**config.mk**
```make
export PLATFORM = sky130hd
export DESIGN_NAME = mux4_scan_seq
export DESIGN_NICKNAME = d
export VERILOG_FILES = /design/src/rtl/mux4_seq_pkg.sv /design/src/rtl/rr_pick4.sv /design/src/rtl/mux4_scan_seq.sv
export SDC_FILE = /design/constraint.sdc
export NUM_CORES = 1
export LEC_CHECK = 0
export ABC_AREA = 1
export CAP_MARGIN = 15
export CORE_MARGIN = 2
export CORE_UTILIZATION = 43
export CTS_CLUSTER_DIAMETER = 50
export DETAILED_ROUTE_END_ITERATION = 8
export PLACE_DENSITY = 0.69
export SETUP_SLACK_MARGIN = 0.3
export SYNTH_ARGS = -nofsm -noshare
export SYNTH_HDL_FRONTEND = slang
export SYNTH_SLANG_ARGS = --single-unit
```
**constraint.sdc**
```tcl
create_clock -name clk -period 1.6 [get_ports clk]
set_clock_uncertainty 0.05 [all_clocks]
set_input_delay 0.32 -clock clk [delete_from_list [all_inputs] [get_ports clk]]
set_output_delay 0.32 -clock clk [all_outputs]
set_load 0.05 [all_outputs]
```
**src/rtl/mux4_seq_pkg.sv**
```systemverilog
// Shared types and constants for the m4 scan sequencer: FSM states, channel
// type, select encodings and the legal dwell range.
package mux4_seq_pkg;

    typedef enum logic [1:0] {
        IDLE   = 2'd0,
        SETTLE = 2'd1,
        HOLD   = 2'd2
    } state_t;

    typedef logic [1:0] ch_t;

    // {sel1,sel2} value that routes each m4 input to out
    localparam ch_t CH_I1 = 2'd0;
    localparam ch_t CH_I2 = 2'd1;
    localparam ch_t CH_I3 = 2'd2;
    localparam ch_t CH_I4 = 2'd3;

    localparam int DWELL_MIN = 1;
    localparam int DWELL_MAX = 15;
    localparam int CNT_W     = 4;

    // Pointer parked on the last channel so that ch0 wins first after reset
    localparam ch_t PTR_RESET = CH_I4;

endpackage

```
**src/rtl/rr_pick4.sv**
```systemverilog
// Combinational round-robin picker: first requesting channel after ptr,
// searching ptr+1, ptr+2, ptr+3, ptr+4 (mod 4).
module rr_pick4
    import mux4_seq_pkg::*;
(
    input  logic [3:0] req,
    input  ch_t        ptr,
    output ch_t        gnt_ch,
    output logic       any
);

    logic [3:0] rot;
    ch_t        off;

    // rot[gi] is the request gi+1 places after ptr
    generate
        for (genvar gi = 0; gi < 4; gi++) begin : g_rot
            localparam ch_t STEP = ch_t'(gi + 1);
            ch_t idx;
            assign idx     = ptr + STEP;
            assign rot[gi] = req[idx];
        end
    endgenerate

    always_comb begin
        off = 2'd3;
        if (rot[0])      off = 2'd0;
        else if (rot[1]) off = 2'd1;
        else if (rot[2]) off = 2'd2;
        gnt_ch = ptr + off + 2'd1;
        any    = |req;
    end

endmodule

```
**src/rtl/mux4_scan_seq.sv**
```systemverilog
// Round-robin scan sequencer for the m4 bit mux: grants a channel, waits
// DWELL cycles for the mux to settle, captures out and offers it valid/ready.
module mux4_scan_seq
    import mux4_seq_pkg::*;
#(
    parameter int DWELL = 2
) (
    input  logic       clk,
    input  logic       rst,
    input  logic       en,
    input  logic [3:0] req,
    input  logic       mux_out,
    output logic       sel1,
    output logic       sel2,
    output logic       smp_data,
    output logic [1:0] smp_ch,
    output logic       smp_valid,
    input  logic       smp_ready,
    output logic       busy
);

    generate
        if (DWELL < DWELL_MIN || DWELL > DWELL_MAX) begin : g_dwell_check
            $error("mux4_scan_seq: DWELL must be within 1..15");
        end
    endgenerate

    localparam logic [CNT_W-1:0] CNT_LOAD = CNT_W'(DWELL - 1);

    state_t           state_reg, state_next;
    ch_t              ptr_reg, ptr_next;
    ch_t              sel_reg, sel_next;
    logic [CNT_W-1:0] cnt_reg, cnt_next;
    logic             smp_data_reg, smp_data_next;
    ch_t              smp_ch_reg, smp_ch_next;
    logic             smp_valid_reg, smp_valid_next;

    ch_t  gnt_ch;
    logic any;

    rr_pick4 u_pick (
        .req    (req),
        .ptr    (ptr_reg),
        .gnt_ch (gnt_ch),
        .any    (any)
    );

    always_ff @(posedge clk) begin
        if (rst) begin
            state_reg     <= IDLE;
            ptr_reg       <= PTR_RESET;
            sel_reg       <= CH_I1;
            cnt_reg       <= '0;
            smp_data_reg  <= 1'b0;
            smp_ch_reg    <= CH_I1;
            smp_valid_reg <= 1'b0;
        end else begin
            state_reg     <= state_next;
            ptr_reg       <= ptr_next;
            sel_reg       <= sel_next;
            cnt_reg       <= cnt_next;
            smp_data_reg  <= smp_data_next;
            smp_ch_reg    <= smp_ch_next;
            smp_valid_reg <= smp_valid_next;
        end
    end

    always_comb begin
        state_next     = state_reg;
        ptr_next       = ptr_reg;
        sel_next       = sel_reg;
        cnt_next       = cnt_reg;
        smp_data_next  = smp_data_reg;
        smp_ch_next    = smp_ch_reg;
        smp_valid_next = smp_valid_reg;
        case (state_reg)
            IDLE: begin
                if (en && any) begin
                    sel_next   = gnt_ch;
                    cnt_next   = CNT_LOAD;
                    state_next = SETTLE;
                end
            end
            SETTLE: begin
                // req and en are deliberately not looked at once granted
                if (cnt_reg == '0) begin
                    smp_data_next  = mux_out;
                    smp_ch_next    = sel_reg;
                    smp_valid_next = 1'b1;
                    state_next     = HOLD;
                end else begin
                    cnt_next = cnt_reg - 1'b1;
                end
            end
            HOLD: begin
                if (smp_valid_reg && smp_ready) begin
                    smp_valid_next = 1'b0;
                    ptr_next       = sel_reg;
                    state_next     = IDLE;
                end
            end
            default: state_next = IDLE;
        endcase
    end

    assign {sel1, sel2} = sel_reg;
    assign smp_data     = smp_data_reg;
    assign smp_ch       = smp_ch_reg;
    assign smp_valid    = smp_valid_reg;
    assign busy         = (state_reg != IDLE);

endmodule

```
Yosys cells after proc, flatten, opt, wreduce, memory -nomap -nowiden. Cells that the tools add are included. W data, S select, Z words.

Logic and storage cells: 55. Register bits after elaboration: 14.

Muxes and demuxes: 19. Reduce and logical (&&, ||, !) cells: 14. Order comparisons: 3. Add/sub/neg operators: 6. Equal/unequal tests: 6.

Operators with widths (count): $mux W2 (5); $lt A2 B3 Y1 const B (3); $reduce_and A3 Y1 (3); $mux W4 (2); $ne A2 B2 Y1 const B (4); $pmux W4 S2 (1); $bmux W1 S2 (3); $mux W1 (6); $pmux W2 S3 (1); $reduce_and A2 Y1 (3); $reduce_bool A2 Y1 (3); $add A2 B1 Y2 const B (2); $add A2 B2 Y2 const B (2); $logic_not A4 Y1 (1); $reduce_or A4 Y1 (1); $sub A4 B1 Y4 const B (1); $add A2 B2 Y2 (1); $eq A2 B1 Y1 const B (1); $eq A2 B2 Y1 const B (1); $logic_and A1 B1 Y1 (2); $logic_not A2 Y1 (1); $pmux W1 S2 (1).

Longest topological paths before layout.
Depth after elaboration: 8. Mapped depth: 13. Gate-level depth less buffers: 13.

By module. Synthesis repeated with hierarchy kept, for this count alone.

Cells, all modules: 123. Area total of the unflattened synthesis: 800.8 µm².

Modules (own cells, without submodules): mux4_scan_seq (cells an instance 80, times used 1, seq. area each 280.3 µm², area each 604.3 µm²); rr_pick4 (cells an instance 43, times used 1, seq. area each 0.0 µm², area each 196.4 µm²).

Worst setup path after synthesis. OpenSTA, ideal clock, no wires.

Kind: register to register. From: register ptr_reg[0]. To: register sel_reg[1]. Cell stages (with the launch flop): 14. Data arrival time: 1465 ps. Library setup time: 109 ps. Path buffers: 0. Path slack: -24 ps. Cell sequence: dfxtp_1 -> inv_2 -> nand2_1 -> nand2_1 -> nand2_1 -> nand2_2 -> o21bai_1 -> ha_1 -> xnor2_1 -> inv_1 -> nand2_1 -> nand3_1 -> nand2_1 -> inv_1.

Longest elaborated chain between the ends: 8.

RTL lines: start, declared (RTL line mux4_scan_seq.sv:31) `ch_t ptr_reg, ptr_next;`; start signal, assigned (RTL line mux4_scan_seq.sv:59) `ptr_reg <= ptr_next;`; $add A2 B2 Y2 (RTL line rr_pick4.sv:20) `assign idx = ptr + STEP;`; $bmux W1 S2 (RTL line rr_pick4.sv:21) `assign rot[gi] = req[idx];`; $mux W1 (not written as such) (RTL line rr_pick4.sv:21); $mux W1 (RTL line rr_pick4.sv:29) `else if (rot[2]) off = 2'd2;`; $mux W2 (RTL line rr_pick4.sv:28) `else if (rot[1]) off = 2'd1;`; $mux W2 (RTL line rr_pick4.sv:27) `if (rot[0]) off = 2'd0;`; $add A2 B2 Y2 (*) (RTL line rr_pick4.sv:30) `gnt_ch = ptr + off + 2'd1;`; $add A2 B1 Y2 (*) (RTL line rr_pick4.sv:30); end signal, assigned (RTL line mux4_scan_seq.sv:60) `sel_reg <= sel_next;`; end, declared (RTL line mux4_scan_seq.sv:32) `ch_t sel_reg, sel_next;`.

Every way passes the cells marked *; elsewhere a longest branch is shown, timed or not. The select of a mux whose other input is x is not followed. A chain may end at the register's enable or synchronous reset.

Final worst setup path. Ends and elaborated chain as after synthesis.

==> impl_metrics.toml <==
[run_status]
status = "complete, but fails checks"
violations = "negative setup slack"

[sta]
setup_ws_ns = -0.0356
tightest_slew_ns = 0.281
slew_viol_final = 0
hold_ws_ns = 0.483
rsz0062_at_grt = "yes"
finalHoldViolations = 0
final.min_clock_period_ns = 1.64
setup_viol = 1
tns_ns = -0.0356
fin_crit_sh_pct = 102
slew_headroom_pct = 81.2
timing.fmax_mhz = 611

[floorplanning]
die_area_um2 = 2100
die_w_um = 45.9
chipHeight_um = 45.9
initial_core_util_pct = 44.6
fp.coreArea_um2 = 1690
core.rowCount = 15
ioPinCount = 16

[final_layout]
area_growth_pct = 73.6
final_core_util_pct = 77.4
nNetsFinal = 166
drive_gt1_share_pct = 47.1
fillerInstances = 115
stdcell_count = 170
postLayoutCellArea_um2 = 1310
largest_reg_flops = 4
final_common_cell = "nand2_1"
antennaDiodeCount = 0
final_cell_mix = "nand2_1 (20), buf_4 (18), nor2_1 (14)"

[hold_path]
holdPathEnd = "smp_ch[0]$_SDFFE_PP0P_"
hold_depth = 2
hp-start = "smp_ch[0]$_SDFFE_PP0P_"
hp-class = "reg -> reg"

[cts]
clk_path_buf_depth = 2
clock-sinks = 14
cts_tree = "done"
cts_max_level = 1
postCtsHoldBufs = 0
path_clk_slew_ns = 0.09
clk_latency_ns = 0.29
cts-buffers-inserted = 3
root_buffer = "clkbuf_4"

[worst_setup_path]
worst-setup-path-type = "reg -> reg"
r2r-end = "sel_reg[1]$_SDFFE_PP0P_"
crit_start = "ptr_reg[0]$_SDFFE_PP1P_"
r2r.worst_path.cells = 13
r2r_slack_ns = -0.04
crit_arrival_ns = 1.78
worstSetupStartpointType = "register"
crit_fanout = 7
crit_required_ns = 1.75
r2r_start = "ptr_reg[0]$_SDFFE_PP1P_"
worst_setup_path_end_kind = "register"

[power_and_ir_drop]
p_leak_nw = 0.599
vdd_ir_drop_max_mv = 0.765
finalPower_mw = 1.25
p_per_area_nw_per_um2 = 954

[detailed_routing]
dr_wl_met2_mm = 1.22
dr_total_vias = 899
wl_per_cell_um = 13.6
wl_met3_um = 75
maxUsedRoutingLayer = "met4"
postRouteAntennaNets = 0
drc = 0
viasPerCell = 5.29
routed_wl_mm = 2.30
met1Wirelength_um = 921
dr.pass1.iters = 4
drt_iter0_markers = 18

[logic_synthesis]
synth-seq-cells = 14
synth_area_um2 = 753
syn_avg_cell_area_um2 = 6.49
synth_area_leaders = "dfxtp_1 (37%), nand2_1 (14%), nor2_1 (10%)"
synth_cell_type_count = 18
synth_top_area_share_pct = 37.2
syn_nets = 128
yosysSeqAreaShare_pct = 37.2
yosysWarnings = 0
yosysTopAreaCell = "dfxtp_1"
netlist_instances = 116

[global_routing]
grt_antenna_before_repair = 0
grt_max_degree = 9
grt.overflow.total = 0
grt_usage_pct = 19.9
grt_pass1_vias = 746
grt_pass1_wl_mm = 3.02

[placed_design]
hpwl_mm = 1.28
placed_area_um2 = 1070
dp_cells = 158
gp_routability_congestion = 0.783
dpl_worst_slack_ns = -0.359
io_buffers = 15

[job]
max_cap_violations = 0
## logic make-up after synthesis
group | Yosys count | synth area share [%]
and+or+nand+nor | 65 | 36.7
AOI/OAI and AO/OA | 15 | 11.0
buffers and inverters | 18 | 8.97
adders and majority gates | 3 | 4.98
xor gates and xnor gates | 1 | 1.16
DFF | 14 | 37.2
## how the worst max path moves through the flow
stage,to,slack (ns)
CTS,sel_reg[1]$_SDFFE_PP0P_,0.03
finish,sel_reg[1]$_SDFFE_PP0P_,-0.04
floorplan,sel_reg[1]$_SDFFE_PP0P_,0.07
global placement,sel_reg[1]$_SDFFE_PP0P_,-0.33
global route,sel_reg[1]$_SDFFE_PP0P_,-0.13
detailed placement,sel_reg[1]$_SDFFE_PP0P_,-0.36
## per-layer routing
metal / track usage, % / vias to the layer above
met2: 34.7 / 28
met3: 1.19 / 6
li1: - / 440
met5: 0 / -
met4: 10.3 / 0
met1: 24.0 / 425
## worst max-delay path: stages (launching register included)
cell and delay (ns):
dfxtp_4 0.42, inv_6 0.06, nand2_2 0.06, nand2_2 0.06, nand2_2 0.08, nand2_2 0.06, o21bai_4 0.17, ha_4 0.16
xnor2_2 0.15, inv_1 0.05, nand2_1 0.06, nand3_2 0.06, nand2_1 0.07, inv_1 0.03
## cells in the mapped netlist
library cell / instances
a21oi_1: 5
dfxtp_1: 14
ha_1: 3
inv_1: 16
inv_2: 2
nand2_1: 28
nand2_2: 3
nand3_1: 9
nand4_1: 1
nor2_1: 20
nor2_2: 1
nor3_1: 2
nor3_2: 1
o211ai_1: 2
o21ai_0: 5
o21ai_1: 2
o21bai_1: 1
xnor2_1: 1
## report_power, final
group | internal (mW) | switching (mW)
Clock | 0.0971 | 0.121
Combinational | 0.257 | 0.325
Sequential | 0.395 | 0.0526
## layout make-up
| cell class | count | area [um^2] | share of cell area, % |
|---|---|---|---|
| flip-flops and latches | 14 | 295 | 22.6 |
| well taps | 17 | 21.3 | 1.63 |
| multi-input cells | 84 | 548 | 41.9 |
| repair buffers | 33 | 342 | 26.1 |
| inverters | 18 | 75.1 | 5.74 |
| clock buffers | 4 | 26.3 | 2.01 |
## repair_timing
| item | 4_1_cts | 5_1_grt |
|---|---|---|
| resized for setup | 19 | 36 |
| pin swaps | 11 | 16 |
| hold endpoints to repair | 0 | 0 |
| buffers inserted | 5 | 3 |
| endpoints found under the setup margin | 11 | 12 |
Power figures use the tool's default switching activity.
